[config.mk]
export PLATFORM = sky130hd
export DESIGN_NAME = alu_arbiter
export DESIGN_NICKNAME = d
export VERILOG_FILES = /design/src/rtl/alu_arbiter.sv
export SDC_FILE = /design/constraint.sdc
export NUM_CORES = 1
export LEC_CHECK = 0
export ABC_CLOCK_PERIOD_IN_PS = 7600
export CAP_MARGIN = 20
export CELL_PAD_IN_SITES_DETAIL_PLACEMENT = 0
export CELL_PAD_IN_SITES_GLOBAL_PLACEMENT = 1
export CORE_MARGIN = 3
export CORE_UTILIZATION = 40
export DETAILED_ROUTE_END_ITERATION = 16
export GPL_TIMING_DRIVEN = 0
export PLACE_DENSITY_LB_ADDON = 0.1
export SYNTH_ARGS = -nofsm -noshare
export SYNTH_HDL_FRONTEND = slang
export SYNTH_SLANG_ARGS = --single-unit
[constraint.sdc]
create_clock -name clk -period 7.6 [get_ports clk]
set_clock_uncertainty 0.1 [all_clocks]
set_input_delay 0.76 -clock clk [delete_from_list [all_inputs] [get_ports clk]]
set_output_delay 0.76 -clock clk [all_outputs]
set_load 0.1 [all_outputs]
[src/rtl/alu_arbiter.sv]
// -----------------------------------------------------------------------------
// alu_arbiter
//
// Two request ports share one ALU. Every cycle at most one port is granted.
// Its operands are pushed through the ALU, and the result is captured in a
// single-entry result register. A new request can enter in the same cycle
// that the consumer drains the previous result, so the block sustains one
// result per clock.
//
// Ports
//   clk         : clock; all state updates happen on the rising edge
//   rst_n       : synchronous, active-low reset
//   req_valid   : [1:0] per-port request valid (bit i = port i)
//   req_ready   : [1:0] per-port request accepted this cycle
//   req_op      : [1:0] per-port op bit; 1 = register-register form
//   req_funct3  : per-port funct3, port i at [i*F3_LEN +: F3_LEN]
//   req_funct7  : per-port funct7, same packing
//   req_a/req_b : per-port operands, same packing
//   rsp_valid   : result register holds an undelivered result
//   rsp_ready   : consumer takes the result this cycle
//   rsp_out     : registered ALU result
//   rsp_src     : index of the port that issued rsp_out
// -----------------------------------------------------------------------------
module alu_arbiter #(
    parameter int N      = 32,
    parameter int F3_LEN = 3,
    parameter int F7_LEN = 7
) (
    input  logic                  clk,
    input  logic                  rst_n,
    input  logic [1:0]            req_valid,
    output logic [1:0]            req_ready,
    input  logic [1:0]            req_op,
    input  logic [2*F3_LEN-1:0]   req_funct3,
    input  logic [2*F7_LEN-1:0]   req_funct7,
    input  logic [2*N-1:0]        req_a,
    input  logic [2*N-1:0]        req_b,
    output logic                  rsp_valid,
    input  logic                  rsp_ready,
    output logic [N-1:0]          rsp_out,
    output logic                  rsp_src
);

    // funct3 encodings
    localparam logic [F3_LEN-1:0] F3_ADD  = F3_LEN'(0);
    localparam logic [F3_LEN-1:0] F3_SLL  = F3_LEN'(1);
    localparam logic [F3_LEN-1:0] F3_SLT  = F3_LEN'(2);
    localparam logic [F3_LEN-1:0] F3_SLTU = F3_LEN'(3);
    localparam logic [F3_LEN-1:0] F3_XOR  = F3_LEN'(4);
    localparam logic [F3_LEN-1:0] F3_SR   = F3_LEN'(5);
    localparam logic [F3_LEN-1:0] F3_OR   = F3_LEN'(6);
    localparam logic [F3_LEN-1:0] F3_AND  = F3_LEN'(7);

    // funct7 value selecting SUB (with op=1) and the arithmetic right shift
    localparam logic [F7_LEN-1:0] F7_ALT  = F7_LEN'(7'b0100000);
    localparam logic [F7_LEN-1:0] F7_ZERO = '0;

    typedef enum logic {
        ST_EMPTY = 1'b0,
        ST_FULL  = 1'b1
    } state_t;

    state_t             r_state;
    logic [N-1:0]       r_rsp_out;
    logic               r_rsp_src;
    logic               r_last_grant;

    // per-port unpacked payload
    logic               w_op [2];
    logic [F3_LEN-1:0]  w_f3 [2];
    logic [F7_LEN-1:0]  w_f7 [2];
    logic [N-1:0]       w_a  [2];
    logic [N-1:0]       w_b  [2];

    logic [1:0]         w_grant;
    logic               w_can_accept;
    logic               w_xfer;
    logic               w_sel;

    // payload of the granted port
    logic               w_sel_op;
    logic [F3_LEN-1:0]  w_sel_f3;
    logic [F7_LEN-1:0]  w_sel_f7;
    logic [N-1:0]       w_sel_a;
    logic [N-1:0]       w_sel_b;
    logic [4:0]         w_shamt;
    logic               w_slt;
    logic               w_sltu;
    logic [N-1:0]       w_alu;

    // -------------------------------------------------------------------------
    // Port unpacking and round-robin grant
    // -------------------------------------------------------------------------
    generate
        for (genvar gi = 0; gi < 2; gi++) begin : g_port
            localparam logic GI_BIT = 1'(gi);

            assign w_op[gi] = req_op[gi];
            assign w_f3[gi] = req_funct3[gi*F3_LEN +: F3_LEN];
            assign w_f7[gi] = req_funct7[gi*F7_LEN +: F7_LEN];
            assign w_a[gi]  = req_a[gi*N +: N];
            assign w_b[gi]  = req_b[gi*N +: N];

            // Port wins when it is alone, or when both request and the
            // other port was served last.
            assign w_grant[gi] = req_valid[gi] &&
                                 (!req_valid[1-gi] || (r_last_grant != GI_BIT));

            // Ready follows the grant only; when the other port is idle a
            // waiting port is still granted, so ready never waits on valid
            // beyond the arbitration rule itself.
            assign req_ready[gi] = w_can_accept && w_grant[gi];
        end
    endgenerate

    // The result slot is free when empty or being drained this cycle. Reset
    // blocks all acceptance so nothing is sampled while rst_n is low.
    assign w_can_accept = rst_n && ((r_state == ST_EMPTY) || rsp_ready);

    // w_grant is one-hot or zero, so any ready bit means a transfer.
    assign w_xfer = |req_ready;
    assign w_sel  = w_grant[1];

    assign w_sel_op = w_op[w_sel];
    assign w_sel_f3 = w_f3[w_sel];
    assign w_sel_f7 = w_f7[w_sel];
    assign w_sel_a  = w_a[w_sel];
    assign w_sel_b  = w_b[w_sel];

    // -------------------------------------------------------------------------
    // ALU
    // -------------------------------------------------------------------------
    // Shift amount uses only the low five bits of b; upper bits are ignored.
    assign w_shamt = w_sel_b[4:0];
    assign w_slt   = ($signed(w_sel_a) < $signed(w_sel_b));
    assign w_sltu  = (w_sel_a < w_sel_b);

    always_comb begin
        w_alu = '0;
        case (w_sel_f3)
            F3_ADD: begin
                if (w_sel_op && (w_sel_f7 == F7_ALT)) begin
                    w_alu = w_sel_a - w_sel_b;
                end else begin
                    w_alu = w_sel_a + w_sel_b;
                end
            end
            F3_SLL:  w_alu = w_sel_a << w_shamt;
            F3_SLT:  w_alu = {{(N-1){1'b0}}, w_slt};
            F3_SLTU: w_alu = {{(N-1){1'b0}}, w_sltu};
            F3_XOR:  w_alu = w_sel_a ^ w_sel_b;
            F3_SR: begin
                if (w_sel_f7 == F7_ZERO) begin
                    w_alu = w_sel_a >> w_shamt;
                end else begin
                    w_alu = $signed(w_sel_a) >>> w_shamt;
                end
            end
            F3_OR:   w_alu = w_sel_a | w_sel_b;
            F3_AND:  w_alu = w_sel_a & w_sel_b;
            default: w_alu = '0;
        endcase
    end

    // -------------------------------------------------------------------------
    // Result register FSM
    //   EMPTY -> FULL  : transfer
    //   FULL  -> FULL  : transfer (with or without drain, back-to-back)
    //   FULL  -> EMPTY : drain with no transfer; result data is left as is
    // -------------------------------------------------------------------------
    always_ff @(posedge clk) begin
        if (!rst_n) begin
            r_state      <= ST_EMPTY;
            r_rsp_out    <= '0;
            r_rsp_src    <= 1'b0;
            r_last_grant <= 1'b1;     // port 0 wins the first tie
        end else begin
            if (w_xfer) begin
                r_state      <= ST_FULL;
                r_rsp_out    <= w_alu;
                r_rsp_src    <= w_sel;
                r_last_grant <= w_sel;
            end else if ((r_state == ST_FULL) && rsp_ready) begin
                r_state      <= ST_EMPTY;
            end
        end
    end

    // A pending result is being thrown away while rst_n is low, so it is not
    // offered to the consumer in that cycle.
    assign rsp_valid = (r_state == ST_FULL) && rst_n;
    assign rsp_out   = r_rsp_out;
    assign rsp_src   = r_rsp_src;

endmodule

# After elaboration in Yosys (flattened, before gate mapping)
# Cells that the tools add are included.
# word_totals
regBits	35
output_inout_bits	36
wordCells	63
# op_classes
add_sub_neg	2
n_lt_le_gt_ge	3
eq_ne	8
n_shift	3
muxes	20
n_bitwise	6
n_reduce_logical	17
# op_table
operator	count
$mux 32	8
$pmux 32 s8	1
$lt 32x32->1	2
$add 32x32->32	1
$and 32x32->32	1
$or 32x32->32	1
$shl 32x5->32	1
$shr 32x5->32	1
$sshr 32x5->32	1
$sub 32x32->32	1
$xor 32x32->32	1
$mux 7	3
$eq 3x3->1 const B	4
$mux 3	3
$logic_and 1x1->1	8
$eq 7x6->1 const B	1
$logic_not 7->1	1
$eq 3x2->1 const B	2
$mux 1	5
$eq 3x1->1 const B	1
$logic_not 3->1	1
$logic_or 1x1->1	3
$ge 2x2->1 const B	1
$logic_not 1->1	2
4 further kinds	5

# Logic depth before layout (Yosys ltp)
# Gate-level depths: netlist of run 1.
# logic_depth
ltp_word	11
ltp_mapped	20
depth_no_buf	15

# Worst setup path after synthesis of run 1
# Ideal clock, no wire load.
# synth_path
path_type	input -> register
from	input port req_valid[1]
to	register r_rsp_out[0] (netlist: rsp_out[0])
arrival_time_ps	5359
required_time_ps	7381
setup_slack_ps	2021
cell_stages	20
path_buffers	5
cell_sequence	a21boi_2 buf_2 buf_1 buf_2 clkbuf_1 clkbuf_1 nand2_1 nand2_1 inv_1 ha_1 fa_1 nand2b_1 a2111o_1 a2111oi_0 nor3_1 nor4_1 o31a_1 nor2_1 o21a_1 o221a_2
# synth_between
elab_chain_len	9
# synth_lines
element	line	text
start: declaration	31	input logic [1:0] req_valid,
parallel branches: the longest is 9 deep, another holds $add 32x32->32	n/a	
end signal: assignment	180	r_rsp_out <= w_alu;
end: declaration	64	logic [N-1:0] r_rsp_out;
# Several ways; the timed one is not identified. The select of a mux whose other input is x is not followed.
# A chain may end at the register's enable or synchronous reset.

# Worst setup path after layout of run 1
# Same ends and word-level chain as after synthesis.

==> out/results.ini, run 1 <==
[outcome]
status = completed

[floorplanning]
coreArea_um2 = 28900
num_io_pins = 191
initial_core_util_pct = 40.9
die-area_um2 = 31600
chipWidth_um = 178
rows = 62
die_h_um = 178

[clock_network]
htreeDepth = 2
numCtsBuffers = 5
clk_pin_slew_worst_paths_ns = 0.06
clock-sinks = 35
cts_hold_buf = 0
cts.path.max_buffers = 2
cts-root-buf = clkbuf_16
clk_latency_ns = 0.30
cts_tree = yes

[power]
pwr_density_cell_nw_per_um2 = 144
p_sw_share_pct = 57.1
seqPwrFrac_pct = 10.3
peakVddDrop_uv = 75.7
comb_power_share_pct = 76.0
p_int_mw = 0.892
netSwitchingPower_mw = 1.19
p_clk_share_pct = 13.7
leakage_nw = 6.21

[sta]
setup_viol = 0
hold_viol = 0
finalCritPeriodShare_pct = 93.7
finalSetupTns_ns = 0
relSlewSlack_pct = 29.2
worstMarginPinSlew_ns = 1.06
min_period_ns = 7.12
finalMaxSlewViolations = 0
max_freq_mhz = 140
rsz0062_at_grt = no

[setup_path]
start_kind = input pin
cp-end-kind = flip-flop
cpPeakStageDelay_ns = 0.67
cp_num_buf_inv = 5
r2r-start = r_last_grant
worst-path-stages = 19
timing.rr.end = rsp_out[0]
crit_family = buffers and inverters
required_ns = 7.69
worstPathMaxFanout = 19
crit_path_top_delay_cell = buf_2
r2r_setup_slack_ns = 1.16
crit_arrival_ns = 7.21
r2r_cells = 18
critPathKind = in2reg
cp_cell_sequence = clkdlybuf4s50_1, a21boi_2, buf_2, buf_2, clkbuf_2, nand2_1, nand2_1, inv_1, ha_1, fa_1, nand2b_1, a2111o_1, a2111oi_2, nor3_2, nor4_1, o31a_1, nor2_1, o21a_1, o221a_2

[logic_synthesis]
ys_seq_area_share_pct = 5.93
synth_fa_ha_area_share_pct = 10.6
synth_common_cells = 298 x nand2_1, 211 x mux2i_1, 172 x a21oi_1, 120 x nor2_1, 114 x o21ai_0
syn_area_um2 = 11800
synth.top_cell.area_share_pct = 17.9
synth_seq_cells = 35
synth-edff-count = 0
synth.most_common_cell = nand2_1
synthFlopType = dfxtp_1
synth_xor_xnor_area_share_pct = 1.48
synth.avg_cell_area_um2 = 6.63
synthDistinctLibCells = 80
syn_inst = 1784
synthMuxAreaShare_pct = 20.1
async_reset_ff_share_pct = 0
ys.warnings.count = 0
synth_nets = 2038
yosys.area.top_type = mux2i_1
synth-compound-area-share_pct = 31.9
ys_top_cells_by_area = mux2i_1 18%, ha_1 10%, nand2_1 9.5%
synthSimpleGateAreaFrac_pct = 21.9
synth_top_family_by_area = compound AO/OA/AOI/OAI gates

[layout]
final_cells = 2365
area_growth_syn_to_layout_pct = 21.9
n_fill_cell = 3019
nets = 2233
ff_latch_area_um2 = 701
multi_input_area_um2 = 10200
drive_gt1_share_pct = 4.85

[routing]
detail-route-antenna-nets = 0
wl_per_cell_um = 28.3
first_pass_iters = 6
via_per_inst = 6.64
initialDrtViolationCount = 2216
drc = 0
via_count = 15700
routed_wl_um = 67000

[place]
place_inst = 2357
dp_hpwl_um = 55700
routabilityCongestion = 1.11
io_buffers = 188

[global_route]
grtUsageTotal_pct = 40.6
grt_max_degree = 20
grt_pass1_wl_um = 95600
overflow = 0
antenna_found_initial = 2
first_global_vias = 14400

[hold_path]
hp-start = rsp_src
hold_end = rsp_src
hold-path-cell-count = 2
min_path_type = reg2reg

[job]
cap_violations = 0

==> stage by stage <==
step                      instance area [µm²]  hold WS (ns)  util [%]  setup slack (ns)  total power [mW]
final                                   14400         0.358      49.8             0.477              2.08
after global routing                    14400         0.384      49.8             0.260              2.15
after CTS                               14400         0.360      49.7             0.176              2.01
after detailed placement                14200         0.353      49.0             -1.48              1.72
after global placement                  14200         0.343      49.0             -2.00              1.72
after floorplan                         11800         0.414         -              2.02              1.17
==> sequential cells by signal, summed over array words and instances (netlist names) <==
name          count
r_last_grant      1
r_state           1
rsp_out          32
rsp_src           1
==> routing by layer <==
metal / part of all wire (%) / up-vias / wire length (µm) / GRT usage, %
met5: 0.018 / - / 12 / 0
met4: 6.1 / 2 / 4060 / 19.9
met3: 12 / 205 / 8240 / 8.71
met2: 41 / 1208 / 27700 / 60.6
met1: 40 / 7390 / 27000 / 54.9
li1: - / 6899 / - / -
==> layout by cell type, fill, tap and decap left out, types with 19 or more instances in the layout <==
cell type	netlist	final
a221oi_1	22	22
inv_1	105	105
o21ai_0	114	114
buf_2	28	29
nor2b_1	37	37
mux2i_1	211	211
nor3_1	25	24
ha_1	97	97
a31oi_1	32	32
clkdlybuf4s50_1	0	188
nand2_1	298	298
o221ai_1	19	19
dfxtp_1	35	35
o211ai_1	23	23
clkbuf_1	90	85
a211oi_1	41	41
nor2_1	120	120
nand3_1	38	38
a21oi_1	172	172
==> worst max-delay path by stage <==
stage | slack (ns) | to | from
2_1_floorplan | 2.02 | rsp_out[0] | req_valid[1]
6_report | 0.48 | rsp_out[0] | req_valid[1]
3_3_place_gp | -2.00 | rsp_out[17] | req_valid[1]
5_1_grt | 0.26 | rsp_out[28] | req_valid[0]
4_1_cts | 0.18 | rsp_out[0] | req_valid[0]
3_5_place_dp | -1.48 | rsp_out[0] | req_valid[1]
==> power by group through the flow <==
stage | clock network [mW] | registers, mW | logic (mW)
floorplan | 0 | 0.334 | 0.839
detailed placement | 0 | 0.217 | 1.51
global route | 0.287 | 0.215 | 1.65
CTS | 0.280 | 0.213 | 1.51
global placement | 0 | 0.217 | 1.50
finish | 0.285 | 0.214 | 1.58
==> cell families after synthesis <==
| group | after synthesis |
|---|---|
| adders and majority gates | 99 |
| and+or+nand+nor | 588 |
| xor gates and xnor gates | 20 |
| buffers and inverters | 240 |
| muxes | 232 |
| AOI/OAI and AO/OA | 570 |
| DFF | 35 |
==> tightest hold or removal path: cells and delay by family, from the launching register on <==
kind,cells,cell delay (ns)
flip-flops,1,0.31
AND/OR/NAND/NOR,1,0.05
AO/OA/AOI/OAI,1,0.05
==> area by class of cell <==
cell class	instances	area share, %
timing repair buffer	191	13.2
buffer	131	3.82
clock inverter	2	0.417
antenna	1	0.0174
tap	384	3.33
multi-input combinational	1509	70.7
sequential	35	4.86
inverter	106	2.76
clock buffer	6	0.894
==> timing repair <==
action                     4_1_cts  5_1_grt
resized for setup                6        4
buffers inserted                 0        0
setup endpoints to repair       20        7
hold endpoints to repair         0        0
Power figures use the tool's default switching activity.
==> run 2, diff against run 1 <==
--- a/config.mk
+++ b/config.mk
@@ -7,13 +7,10 @@
 export LEC_CHECK = 0
 export ABC_CLOCK_PERIOD_IN_PS = 7600
 export CAP_MARGIN = 20
-export CELL_PAD_IN_SITES_DETAIL_PLACEMENT = 0
-export CELL_PAD_IN_SITES_GLOBAL_PLACEMENT = 1
 export CORE_MARGIN = 3
 export CORE_UTILIZATION = 40
 export DETAILED_ROUTE_END_ITERATION = 16
 export GPL_TIMING_DRIVEN = 0
-export PLACE_DENSITY_LB_ADDON = 0.1
 export SYNTH_ARGS = -nofsm -noshare
 export SYNTH_HDL_FRONTEND = slang
 export SYNTH_SLANG_ARGS = --single-unit
==> run 2 against run 1 <==
Maximum frequency is 4.9% lower. Sequential cell count stayed put. Sequential power hardly changed. Cell count hardly changed. Power is 0.25% higher. Routed wire length is 1.9% higher. Hold slack better by 0.0089 ns. Non-clock buffer count stayed put. Critical endpoint unchanged.
==> out/results.ini, run 2 (synthesized netlist as in run 1, its figures left out) <==
[clock_network]
cts_tree = yes
numCtsBuffers = 5
clock-sinks = 35
cts-root-buf = clkbuf_16
clk_latency_ns = 0.29
cts.path.max_buffers = 2
clk_pin_slew_worst_paths_ns = 0.06
htreeDepth = 2

[routing]
wl_per_cell_um = 28.9
detail-route-antenna-nets = 0
routed_wl_um = 68300
initialDrtViolationCount = 2710
via_per_inst = 6.74
first_pass_iters = 6
drc = 0
via_count = 15900

[sta]
finalMaxSlewViolations = 0
min_period_ns = 7.49
rsz0062_at_grt = no
finalCritPeriodShare_pct = 98.5
worstMarginPinSlew_ns = 1.28
hold_viol = 0
relSlewSlack_pct = 14.8
worst_slack_ns = 0.111
setup_viol = 0
max_freq_mhz = 134

[setup_path]
worstPathMaxFanout = 19
crit_arrival_ns = 7.57
critPathKind = in2reg
start_kind = input pin
cp-end-kind = flip-flop
required_ns = 7.68

[place]
pre_cts_slack_ns = -1.47
place_inst = 2358
routabilityCongestion = 1.08
placed_area_um2 = 14200
io_buffers = 188
dp_hpwl_um = 56800

[layout]
drive_gt1_share_pct = 4.80
layout_common_cells = 298 x nand2_1, 211 x mux2i_1, 188 x clkdlybuf4s50_1
final_common_cell = nand2_1
num_antenna_cells = 0
nets = 2233
ff_latch_area_um2 = 701
stdcell_area_um2 = 14400
area_growth_syn_to_layout_pct = 21.9
final_cells = 2364
final_util_pct = 49.8
n_fill_cell = 3035
multi_input_area_um2 = 10200
largest_reg_flops = 32

[global_route]
grtUsageTotal_pct = 41.3
grt_pass1_wl_um = 97100
antenna_found_initial = 4
first_global_vias = 14700
overflow = 0
grt_max_degree = 20

[outcome]
status = completed

[power]
peakVddDrop_uv = 105
leakage_nw = 6.19
pwr_density_cell_nw_per_um2 = 145
total_power_mw = 2.08

[job]
cap_violations = 0

[hold_path]
min_path_type = reg2reg

[floorplanning]
die-area_um2 = 31600
initial_core_util_pct = 40.9
num_io_pins = 191
coreArea_um2 = 28900
chipWidth_um = 178
die_h_um = 178
rows = 62

## run 2: cell count changes in the layout (fill, tap and decap cells not counted), sizes merged
cell	delta
buf	+1
dlymetal6s2s	-1
diode	-1
## run 2: final timing paths
path / cells past startpoint / end / slack [ns] / start
max: 20 / rsp_out[0] / 0.11 / req_valid[1]
min: 2 / rsp_src / 0.37 / rsp_src
max reg2reg: 19 / rsp_out[0] / 0.82 / r_last_grant
min reg2reg: 2 / rsp_src / 0.37 / rsp_src
## run 2: layout make-up
class | instances | share of cell area [%]
Buffer | 131 | 3.81
Clock buffer | 6 | 0.894
Clock inverter | 2 | 0.417
Inverter | 106 | 2.76
Multi-Input combinational cell | 1509 | 70.7
Sequential cell | 35 | 4.86
Tap cell | 384 | 3.33
Timing Repair Buffer | 191 | 13.2
## run 2: critical path: stages
cell and delay, ns:
clkdlybuf4s50_1 0.56, a21boi_2 0.47, buf_2 0.57, buf_2 0.61, clkbuf_1 0.55, buf_8 0.25, nand2_1 0.07, nand2_1 0.13
inv_1 0.08, ha_1 0.23, fa_1 0.46, nand2b_1 0.19, a2111o_1 0.48, a2111oi_1 0.58, nor3_2 0.19, nor4_1 0.60
o31a_1 0.24, nor2_1 0.07, o21a_1 0.19, o221a_2 0.23
## run 2: report_power, final
part           leakage (nW)  switching [mW]  internal [mW]
sequential            0.289          0.0127          0.201
clock                0.0911          0.0902          0.188
combinational          5.81            1.09          0.501
total                  6.19            1.19          0.891
## run 2: routing by layer
layer	GRT usage [%]	wire length, µm
met4	18.1	3780
met5	0	33
met3	11.0	8700
met1	54.4	27100
met2	63.0	28600
## run 2: stage by stage
step	setup TNS (ns)	hold WS [ns]
after detailed placement	-16.14	0.360
after global placement	-26.15	0.350
final	0	0.367
after floorplan	0	0.414
after global routing	0	0.391
after CTS	0	0.367
## run 2: timing repair
item	CTS	global route
buffers inserted	0	0
hold buffers	0	0
endpoints found under the hold margin	0	0
setup endpoints to repair	21	8
resized for setup	5	5
==> RTL change, RTL diff (settings of run 2) <==
Remove the case item `F3_SR` of the case on `w_sel_f3`.
--- a/src/rtl/alu_arbiter.sv
+++ b/src/rtl/alu_arbiter.sv
@@ -149,13 +149,6 @@
             F3_SLT:  w_alu = {{(N-1){1'b0}}, w_slt};
             F3_SLTU: w_alu = {{(N-1){1'b0}}, w_sltu};
             F3_XOR:  w_alu = w_sel_a ^ w_sel_b;
-            F3_SR: begin
-                if (w_sel_f7 == F7_ZERO) begin
-                    w_alu = w_sel_a >> w_shamt;
-                end else begin
-                    w_alu = $signed(w_sel_a) >>> w_shamt;
-                end
-            end
             F3_OR:   w_alu = w_sel_a | w_sel_b;
             F3_AND:  w_alu = w_sel_a & w_sel_b;
             default: w_alu = '0;
Behaviour: not the same (Yosys sat finds a counterexample within 4 cycles, from zero or initial values and one cycle with rst_n low).
==> RTL change against run 2 <==
Sequential cell count stayed put. Largest cell class unchanged. Power decreased by 14%. Wire length down 20%. Maximum frequency grew 1.5%. Die area decreased by 15%. Worst setup slack improved by 0.11 ns. Design area fell by 14%. Area after synthesis is 16% lower.
==> RTL change: results (changes against run 2) <==
outcome: finished clean (unchanged)
area grow syn2layout: 24.8% (was 21.9%)
power in the clock group: 244 uW (was 279 uW)
DR iter-0 viols: 1715 (was 2710)
DR vias: 12.9k (was 15.9k)
adder-cell area share of the yosys netlist: 12.2% (was 10.6%)
crit path to: rsp_out[29] (was rsp_out[0])
GRT met2 Usage: 61.0% (was 63.0%)
Post-Synth XOR/XNOR Area: 1.67% (was 1.48%)
Port Buf Inserts: 186 (was 188)
clock network share of area: 1.31% (about the same)
Post-DP Area: 0.0123 mm2 (was 0.0142 mm2)
tap cells: 324 (was 384)
RePlAce Congestion: 1.03 (was 1.08)
wl on met1: 22600 um (was 27100 um)
Max VDD drop: 0.0746 mV (was 0.105 mV)
DR WL/cell: 27.1 um (was 28.9 um)
Pwr per Cell Area: 144 mW/mm2 (was 145 mW/mm2)
initial antenna violation count: 1 (was 4)
first-pass GRT wire length: 77100 um (was 97100 um)
vias in the first global route: 12.0k (was 14.7k)
Syn Area/Cell: 6.64 um2 (was 6.63 um2)
Total Wirelength: 54800 um (was 68300 um)
Initial DRT Pass Iterations: 7 (was 6)
Hold WS: 0.401 ns (was 0.367 ns)
Int Pwr: 793 uW (was 891 uW)
post-synthesis sequential area ratio: 7.02% (was 5.93%)
met1 GRT Util: 51.9% (was 54.4%)
Slew Limit Headroom: 23.4% (was 14.8%)
Max Fanout on Critical Path: 10 (was 19)
largest net degree at the start of global routing: 13 (was 20)
==> RTL change: changes by cell type after synthesis, sizes merged, moves of 10 or more <==
cell	before	now
nor2	120	106
a2111oi	12	2
nor2b	37	15
o21ai	116	68
mux2	18	33
a32oi	3	22
a31oi	32	8
a21oi	172	120
clkbuf	90	59
mux2i	212	123
a221oi	23	7
==> RTL change: timing repair <==
| item | 4_1_cts | 5_1_grt |
|---|---|---|
| buffers inserted | 0 | 0 |
| gates resized for setup | 4 | 11 |
| setup endpoints to repair | 5 | 12 |
==> RTL change: worst max-delay path: cells and delay by family <==
family          cells  cell delay, ns
buf+inv             7            2.88
compound gates      6            1.95
simple gates        6            1.55
fa+ha+maj           1            0.32
==> RTL change: cell families (layout without fill, tap and decap cells) <==
group                    Yosys count  count (layout)
AO/OA/AOI/OAI                    440             440
XOR/XNOR                          19              19
adder cells (fa/ha/maj)           96              96
buffers and inverters            205             399
flip-flops                        35              35
multiplexers                     158             158
AND/OR/NAND/NOR                  549             549
